$ cat src/rtl/lsu_pkg.sv
// rtl/lsu_pkg.sv - size and state encodings shared by the load/store unit
package lsu_pkg;

  localparam logic [1:0] SZ_B = 2'b00;
  localparam logic [1:0] SZ_H = 2'b01;
  localparam logic [1:0] SZ_W = 2'b10;
  localparam logic [1:0] SZ_D = 2'b11;

  typedef enum logic [1:0] {
    ST_IDLE = 2'b00,
    ST_MEM  = 2'b01,
    ST_RESP = 2'b10
  } state_t;

  function automatic logic [3:0] size_bytes(input logic [1:0] size);
    case (size)
      SZ_B:    size_bytes = 4'd1;
      SZ_H:    size_bytes = 4'd2;
      SZ_W:    size_bytes = 4'd4;
      default: size_bytes = 4'd8;
    endcase
  endfunction

  function automatic logic [7:0] size_mask(input logic [1:0] size);
    case (size)
      SZ_B:    size_mask = 8'h01;
      SZ_H:    size_mask = 8'h03;
      SZ_W:    size_mask = 8'h0F;
      default: size_mask = 8'hFF;
    endcase
  endfunction

endpackage

$ cat src/rtl/lsu_align.sv
// rtl/lsu_align.sv - byte-lane steering, byte enables, load extension and legality check
module lsu_align
  import lsu_pkg::*;
#(
  parameter int XLEN = 32
) (
  input  logic [1:0]        size,
  input  logic              uns,
  input  logic [2:0]        addr_lo,
  input  logic [XLEN-1:0]   wdata,
  input  logic [XLEN-1:0]   rdata,
  output logic [XLEN/8-1:0] be,
  output logic [XLEN-1:0]   wdata_lane,
  output logic [XLEN-1:0]   rdata_ext,
  output logic              err
);

  localparam int BE_W  = XLEN / 8;
  localparam int OFF_W = $clog2(BE_W);

  logic [OFF_W-1:0] off;
  logic [3:0]       nbytes;
  logic [XLEN-1:0]  rsh;
  logic             sign;

  assign off = addr_lo[OFF_W-1:0];

  always_comb begin
    nbytes     = size_bytes(size);
    be         = BE_W'(size_mask(size)) << off;
    wdata_lane = wdata << {off, 3'b000};
    rsh        = rdata >> {off, 3'b000};
    case (size)
      SZ_B:    sign = ~uns & rsh[7];
      SZ_H:    sign = ~uns & rsh[15];
      SZ_W:    sign = ~uns & rsh[31];
      default: sign = ~uns & rsh[XLEN-1];
    endcase
    for (int i = 0; i < XLEN; i++) begin
      rdata_ext[i] = (i < 8 * int'(nbytes)) ? rsh[i] : sign;
    end
    // dword has nbytes[2:0] == 0, so the alignment mask wraps to 3'b111
    err = ((addr_lo & (nbytes[2:0] - 3'd1)) != 3'd0) || (size == SZ_D && XLEN == 32);
  end

endmodule

$ cat src/rtl/lsu.sv
// rtl/lsu.sv - load/store unit: request FSM, memory bus handshake and ack timeout
module lsu
  import lsu_pkg::*;
#(
  parameter int XLEN    = 32,
  parameter int ADDR_W  = 32,
  parameter int TIMEOUT = 16
) (
  input  logic              clk,
  input  logic              reset,
  input  logic              req_valid,
  output logic              req_ready,
  input  logic              req_we,
  input  logic [1:0]        req_size,
  input  logic              req_unsigned,
  input  logic [ADDR_W-1:0] req_addr,
  input  logic [XLEN-1:0]   req_wdata,
  output logic              rsp_valid,
  output logic [XLEN-1:0]   rsp_rdata,
  output logic              rsp_err,
  output logic              mem_req,
  output logic              mem_we,
  output logic [ADDR_W-1:0] mem_addr,
  output logic [XLEN/8-1:0] mem_be,
  output logic [XLEN-1:0]   mem_wdata,
  input  logic [XLEN-1:0]   mem_rdata,
  input  logic              mem_ack,
  output logic              busy
);

  localparam int OFF_W = $clog2(XLEN / 8);
  localparam int CNT_W = (TIMEOUT > 1) ? $clog2(TIMEOUT) : 1;

  state_t            state;
  logic              lat_we;
  logic              lat_uns;
  logic [1:0]        lat_size;
  logic [2:0]        lat_addr_lo;
  logic [XLEN-1:0]   lat_wdata;
  logic [CNT_W-1:0]  cnt;

  logic              in_idle;
  logic [XLEN/8-1:0] a_be;
  logic [XLEN-1:0]   a_wdata;
  logic [XLEN-1:0]   a_rdata;
  logic              a_err;

  // The aligner sees the live request while idle and the latched one afterwards.
  assign in_idle = (state == ST_IDLE);

  lsu_align #(.XLEN(XLEN)) u_align (
    .size       (in_idle ? req_size     : lat_size),
    .uns        (in_idle ? req_unsigned : lat_uns),
    .addr_lo    (in_idle ? req_addr[2:0] : lat_addr_lo),
    .wdata      (in_idle ? req_wdata    : lat_wdata),
    .rdata      (mem_rdata),
    .be         (a_be),
    .wdata_lane (a_wdata),
    .rdata_ext  (a_rdata),
    .err        (a_err)
  );

  always_ff @(posedge clk or negedge reset) begin
    if (!reset) begin
      state       <= ST_IDLE;
      req_ready   <= 1'b0;
      busy        <= 1'b0;
      rsp_valid   <= 1'b0;
      rsp_err     <= 1'b0;
      rsp_rdata   <= '0;
      mem_req     <= 1'b0;
      mem_we      <= 1'b0;
      mem_addr    <= '0;
      mem_be      <= '0;
      mem_wdata   <= '0;
      lat_we      <= 1'b0;
      lat_uns     <= 1'b0;
      lat_size    <= SZ_B;
      lat_addr_lo <= '0;
      lat_wdata   <= '0;
      cnt         <= '0;
    end else begin
      case (state)
        ST_IDLE: begin
          if (req_ready && req_valid) begin
            lat_we      <= req_we;
            lat_uns     <= req_unsigned;
            lat_size    <= req_size;
            lat_addr_lo <= req_addr[2:0];
            lat_wdata   <= req_wdata;
            cnt         <= '0;
            req_ready   <= 1'b0;
            busy        <= 1'b1;
            if (a_err) begin
              state     <= ST_RESP;
              rsp_valid <= 1'b1;
              rsp_err   <= 1'b1;
              rsp_rdata <= '0;
            end else begin
              state     <= ST_MEM;
              mem_req   <= 1'b1;
              mem_we    <= req_we;
              mem_addr  <= {req_addr[ADDR_W-1:OFF_W], OFF_W'(0)};
              mem_be    <= a_be;
              mem_wdata <= a_wdata;
            end
          end else begin
            req_ready <= 1'b1;
          end
        end
        ST_MEM: begin
          if (mem_ack || (TIMEOUT > 0 && cnt == CNT_W'(TIMEOUT - 1))) begin
            state     <= ST_RESP;
            mem_req   <= 1'b0;
            mem_we    <= 1'b0;
            mem_addr  <= '0;
            mem_be    <= '0;
            mem_wdata <= '0;
            rsp_valid <= 1'b1;
            rsp_err   <= ~mem_ack;
            rsp_rdata <= (mem_ack && !lat_we) ? a_rdata : '0;
          end else begin
            cnt <= cnt + 1'b1;
          end
        end
        default: begin
          state     <= ST_IDLE;
          rsp_valid <= 1'b0;
          rsp_err   <= 1'b0;
          rsp_rdata <= '0;
          req_ready <= 1'b1;
          busy      <= 1'b0;
        end
      endcase
    end
  end

endmodule

$ cat config.mk
export PLATFORM = sky130hd
export DESIGN_NAME = lsu
export DESIGN_NICKNAME = d
export VERILOG_FILES = /design/src/rtl/lsu_pkg.sv /design/src/rtl/lsu_align.sv /design/src/rtl/lsu.sv
export SDC_FILE = /design/constraint.sdc
export NUM_CORES = 1
export LEC_CHECK = 0
export ABC_AREA = 0
export BUFFER_PORTS_ARGS = -buffer_cell sky130_fd_sc_hd__buf_4
export CORE_MARGIN = 2
export CORE_UTILIZATION = 43
export DETAILED_ROUTE_END_ITERATION = 10
export HOLD_SLACK_MARGIN = 0.03
export PLACE_DENSITY = 0.7
export SLEW_MARGIN = 5
export SYNTH_ARGS = -nofsm -noshare
export SYNTH_HDL_FRONTEND = slang
export SYNTH_SLANG_ARGS = --single-unit
$ cat constraint.sdc
create_clock -name clk -period 2.3 [get_ports clk]
set_clock_uncertainty 0.1 [all_clocks]
set_input_delay 0.115 -clock clk [delete_from_list [all_inputs] [get_ports clk]]
set_output_delay 0.115 -clock clk [all_outputs]
set_load 0.01 [all_outputs]
# == Word level (Yosys, flattened, before mapping) ==
# Index checks and enable logic that the tools add are counted.
# totals
elab_cells,165
out_inout_bits,106
register_bits,151
input_bits,104
# classes
eq_ne,10
n_addsub,2
n_reduce_logical,15
n_shift,3
bitwise,7
n_lt_le_gt_ge,32
muxes,79
# ops
cell,count
32-bit two-way mux,10
32-bit case mux with 2 select lines,3
5-bit by 7-bit less-than comparator with 1-bit output (first input constant),16
4-bit by 7-bit less-than comparator with 1-bit output (first input constant),8
1-bit two-way mux,44
32-bit by 5-bit left shift with 32-bit output,1
32-bit by 5-bit right shift with 32-bit output,1
3-bit by 7-bit less-than comparator with 1-bit output (first input constant),4
4-bit case mux with 3 select lines,2
4-bit two-way mux,5
4-bit case mux with 2 select lines,2
1-bit by 7-bit less-than comparator with 1-bit output (first input constant),2
2-bit by 7-bit less-than comparator with 1-bit output (first input constant),2
1-bit case mux with 2 select lines,7
2-bit two-way mux,4
2-bit inequality test (second input constant),3
2-bit AND reduction,3
3-bit AND reduction,2
4-bit by 1-bit adder with 4-bit output (second input constant),1
2-bit by 1-bit == test with 1-bit output (second input constant),2
2-bit == test (second input constant),2
4-bit == test (second input constant),1
2-bit logical NOT,2
2-bit by 1-bit inequality test with 1-bit output (second input constant),2
13 further kinds,19

# == Longest topological paths before layout ==
# logic_depth
word_depth,11
ltp_mapped,9
depth_no_buf,6

# == Hierarchy ==
# Synthesis repeated with hierarchy kept, for this count alone.
# hier_totals
hier_cells,614
area_unflattened_um2,7437.1
# modules_own_cells
mod,n_inst,area_per_inst_um2,cells_per_inst,seq_area_each_um2
lsu,1,6013.3,403,3728.6
lsu_align,1,1423.9,211,0.0

# == Worst setup path before layout ==
# No wires, ideal clock.
# synth_path
path_type,reg-to-reg
from,register state[1]
to,register mem_be[1]
path_stages_with_launch,9
setup_ns,0.121
n_path_buf,3
synth_period_minus_slack_ns,2.238
slack_ns,0.062
arrival_time_ns,2.017
required_ns,2.079
cell_sequence,dfrtp_1 buf_6 nor2_2 mux2_4 a311oi_2 o31ai_2 buf_4 buf_6 a22o_1
# synth_via
elab_chain_cells,10
word_cells_on_any_way,23
classes_between,1 x add/sub; 7 x eq/ne; 1 x shift; 7 x mux; 1 x bitwise; 6 x reduce/logical
# synth_lines
item,line_no,text
"start, declared",lsu.sv:34,state_t state;
"start signal, assigned",lsu.sv:65,state <= ST_IDLE;
"start signal, assigned",lsu.sv:95,state <= ST_RESP;
"start signal, assigned",lsu.sv:100,state <= ST_MEM;
2-bit logical NOT,"lsu.sv:49, lsu.sv:83",
2-bit two-way mux,lsu.sv:52,".size (in_idle ? req_size : lat_size),"
2-bit == test (tied with other cells),"lsu_pkg.sv:16, lsu_pkg.sv:25",
4-bit case mux with 3 select lines,lsu_pkg.sv:16,case (size)
3-bit by 1-bit subtractor with 3-bit output,lsu_align.sv:43,err = ((addr_lo & (nbytes[2:0] - 3'd1)) != 3'd0) || (size == SZ_D && XLEN == 32);
3-bit bitwise AND,lsu_align.sv:43,
3-bit nonzero test,lsu_align.sv:43,
1-bit logical OR,lsu_align.sv:43,
2-bit inequality test (no source line),n/a,
4-bit AND reduction (no source line),n/a,
"end signal, assigned",lsu.sv:74,mem_be <= '0;
"end signal, assigned",lsu.sv:104,mem_be <= a_be;
"end signal, assigned",lsu.sv:117,mem_be <= '0;
"end, declared",lsu.sv:24,"output logic [XLEN/8-1:0] mem_be,"
# Several ways; a longest one is shown, not always the timed one. The select of a mux whose other input is x is not followed.
# A chain may end at the register's enable or synchronous reset.

# == Worst setup path in the final report ==
# layout_path
from,register state[1]
to,register rsp_rdata[12]
# layout_via
elab_chain_cells,10
word_cells_on_any_way,29
classes_between,1 x add/sub; 1 x order compare; 7 x eq/ne; 1 x shift; 9 x mux; 5 x bitwise; 5 x reduce/logical
# layout_lines
item,line_no,text
branches (longest 10 deep; another with 4-bit by 7-bit less-than comparator with 1-bit output),n/a,
"end signal, assigned",lsu.sv:121,rsp_rdata <= (mem_ack && !lat_we) ? a_rdata : '0;
"end, declared",lsu.sv:19,"output logic [XLEN-1:0] rsp_rdata,"
# Several ways; the timed one is not identified. The select of a mux whose other input is x is not followed.

==> results by group <==
Status
  – Status: finished, final reports clean

Layout
  – Most frequent cells in the layout: buf_4, dfrtp_1, dlygate4sd3_1
  – Layout cells sized above 1: 0.366
  – Fin nets: ~1100
  – Commonest non-fill, non-tap cell in the layout: buf_4
  – Fillers: between 1000 and 1500
  – Utilization after layout: 0.641
  – Ant. Diodes: 0
  – Area growth syn-to-layout: 47.1%
  – Final instance area: 0.0110 sq mm

Synthesis
  – Top_reg_cell synth: dfrtp_1
  – Async SR Flop Fraction: 1.00
  – Post-synth EDFFs: 0
  – #FFs+latches synth: approximately 150
  – Cell count after synthesis: between 600 and 700
  – Syn avg cell area: approximately 11 sq um
  – Synth unique cells: between 60 and 70
  – Synthesis Warnings: 0
  – Post-Syn Area: about 0.0075 sq mm
  – Sequential-to-total area share from yosys stat: 0.495

Placed design
  – Post-DP Area: approximately 0.0095 sq mm
  – Detailed Place HPWL: approximately 16 mm
  – GP Congestion: roughly 0.84
  – PortBufs: approximately 210

Global route
  – Vias in the first global route: around 7000
  – Remaining global-route overflow: 0
  – First-pass GRT wire length: 38.2 mm
  – Largest net degree at the start of global routing: ~70
  – Antenna violations before repair: 0
  – Tot GR Track Use: 0.267

Power and ir drop
  – Tot Pwr: about 0.015 W
  – Power Density: 1340 mW/mm^2
  – LEAKAGE: 5.14 nW
  – Worst vdd ir: 0.000842 V

Floorplan
  – Std-Cell Rows: 48
  – Core Region: 0.0172 sq mm
  – Die Y: about 140 um
  – Initial Util: 0.436
  – Die Area: between 0.015 and 0.02 sq mm
  – Die X: about 140 um
  – I/O Pins: 210

Detailed routing
  – Drt pass-1 iters: 5
  – DR iter-0 viols: ~630
  – Routed WL: 24.3 mm
  – Vias: 6980
  – Avg WL per Cell: ~20 um
  – # DRC: 0
  – Final ANT Viol Nets: 0
  – DR vias/cell: 5.77

Worst setup path
  – Worst Path Arrival: approximately 2.4 ns
  – Cell family with most CP delay: simple AND/OR/NAND/NOR gates
  – Largest stage delay on the critical path: ~0.55 ns
  – Slowest CP cell: or3b_2
  – Kind of critical path: reg -> reg
  – CP Data Required Time: about 2.5 ns
  – Critical path endpoint category: flip-flop
  – CP Max Fanout: 24
  – CP Buf/Inv Count: 2
  – Critical path cell sequence: buf_4 -> or3b_2 -> nand3_1 -> o21ai_1 -> o2111ai_2 -> buf_12 -> o211ai_1
  – Kind of launch point of the worst setup path: flip-flop

STA
  – Slew Viols, Final: 0
  – Period Utilization, post-route: 0.981
  – Tmin final: approximately 2.3 ns
  – Worst Max-Slew Pin Slew: around 0.67 ns
  – # setup viols final: 0
  – Slew HR: 0.551
  – F_max: between 0.4 and 0.5 GHz
  – Hold_ws: between 0.06 and 0.07 ns
  – Fin. Hold Viols: 0

Clocking
  – H-Tree Depth: 4
  – CTS tree: built
  – Clock buffer depth: 2
  – Clk sink count: approximately 150
  – CTS Buf Count: 17
  – Root buf cell: clkbuf_16
  – Clk slew on worst S/H paths: around 0.060 ns
  – Post-CTS Setup Bufs: 0
  – Clock Latency Late Sink: roughly 0.42 ns

Flow run
  – MaxCap Viol Count: 0

Min path
  – Hold Path Class: in -> reg
-- report_power, final --
| group | total (W) | internal (W) | leakage [nW] | switching, W |
|---|---|---|---|---|
| registers | 0.00436 | 0.00361 | 1.91 | 0.000756 |
| logic | 0.00761 | 0.00365 | 2.94 | 0.00397 |
| clock network | 0.00276 | 0.00168 | 0.283 | 0.00108 |
| total | 0.0147 | 0.00894 | 5.14 | 0.00580 |
-- flip-flops by register name, indices dropped and copies added, names as in the netlist --
register	cells
busy	1
cnt	4
lat_addr_lo	2
lat_size	2
lat_uns	1
lat_wdata	32
lat_we	1
mem_addr	30
mem_be	4
mem_req	1
mem_wdata	32
mem_we	1
req_ready	1
rsp_err	1
rsp_rdata	32
rsp_valid	1
state	2
-- worst reg2reg max path: cells and delay by family, from the launching register on --
family / cells / cell delay, ns
AND/OR/NAND/NOR: 2 / 0.69
AO/OA/AOI/OAI: 3 / 0.53
buffers and inverters: 2 / 0.37
flip-flops: 1 / 0.45
-- final cells by class --
class                   count  area, sq um  area share
flip-flops and latches    148         3700       0.337
clock buffers              23          478      0.0434
inverters                   5         18.8     0.00171
repair buffers            343         2920       0.265
clock inverters             8          100     0.00909
multi-input cells         457         3500       0.318
well taps                 225          282      0.0256
-- worst paths after layout --
check	from	to	slack, ns	cells after the start
min in group asynchronous	reset	mem_addr[20]$_DFFE_PN0P_	0.18	2
worst max-delay path	state[1]$_DFFE_PN0P_	rsp_rdata[12]$_DFFE_PN0P_	0.04	7
worst min register to register	mem_req$_DFFE_PN0P_	mem_req$_DFFE_PN0P_	0.38	1
worst max register to register	state[1]$_DFFE_PN0P_	rsp_rdata[12]$_DFFE_PN0P_	0.04	7
max in group asynchronous	reset	rsp_rdata[8]$_DFFE_PN0P_	1.22	3
worst min-delay path	mem_rdata[15]	rsp_rdata[31]$_DFFE_PN0P_	0.07	5
-- cell usage after synthesis, types with 2 or more instances --
cell type  instances  area share
xor2_1             2      0.0023
o2bb2ai_1         16       0.019
o21ai_0           40       0.027
a21oi_1           31       0.021
dfrtp_1          148        0.50
and2_1             3      0.0025
nand2_1           19      0.0095
buf_2             25       0.017
mux2i_1           37       0.050
nor2_1            23       0.012
buf_6              7       0.011
clkbuf_1          18      0.0090
mux2_2            49       0.074
o221ai_1           4      0.0047
nor2_2             4      0.0033
nor3_1             2      0.0013
nor2b_1           16       0.013
o22ai_1            5      0.0042
a21o_1            15       0.015
o21a_1             3      0.0030
buf_4              4      0.0040
nand4_1            3      0.0025
a211oi_1          29       0.029
a31oi_1            8      0.0067
and3_1             8      0.0067
a32oi_1           16       0.019
a22o_1            57       0.067
o21ai_1            7      0.0047
o211ai_1           8      0.0080
nand3_1           20       0.013
inv_1              5      0.0025
-- kinds of logic (layout without fill, tap and decap cells) --
| group | count (synthesis) | after routing | synth area share |
|---|---|---|---|
| mux | 87 | 87 | 0.125 |
| fa+ha+maj | 1 | 1 | 0.00167 |
| other cells | 1 | 2 | 0.000501 |
| compound gates | 255 | 255 | 0.253 |
| simple gates | 110 | 110 | 0.0791 |
| xor+xnor | 2 | 2 | 0.00234 |
| buf+inv | 60 | 379 | 0.0433 |
| flops | 148 | 148 | 0.495 |
-- per-layer routing --
layer | GRT usage | wire length [um] | vias to the layer above
li1 | - | - | 3160
met1 | 0.352 | 10200 | 3489
met2 | 0.437 | 12000 | 282
met3 | 0.0541 | 1470 | 49
met4 | 0.0984 | 745 | 0
met5 | 0 | 0 | -
-- per-stage QoR --
stage | instances | setup TNS (ns) | worst slack [ns]
2_1_floorplan | 665 | 0 | 0.0618
3_3_place_gp | 1094 | 0 | 0.127
3_5_place_dp | 1094 | 0 | 0.0527
4_1_cts | 1209 | 0 | 0.0414
5_1_grt | 1209 | -0.0350 | -0.0102
6_report | 1209 | 0 | 0.0444
-- timing repair --
| item | in CTS | in global routing |
|---|---|---|
| endpoints found under the setup margin | 0 | 44 |
| endpoints found under the hold margin | 165 | 0 |
| hold buffers | 84 | 0 |
| resized for setup | 0 | 10 |
(Power assumes the default switching activity.)
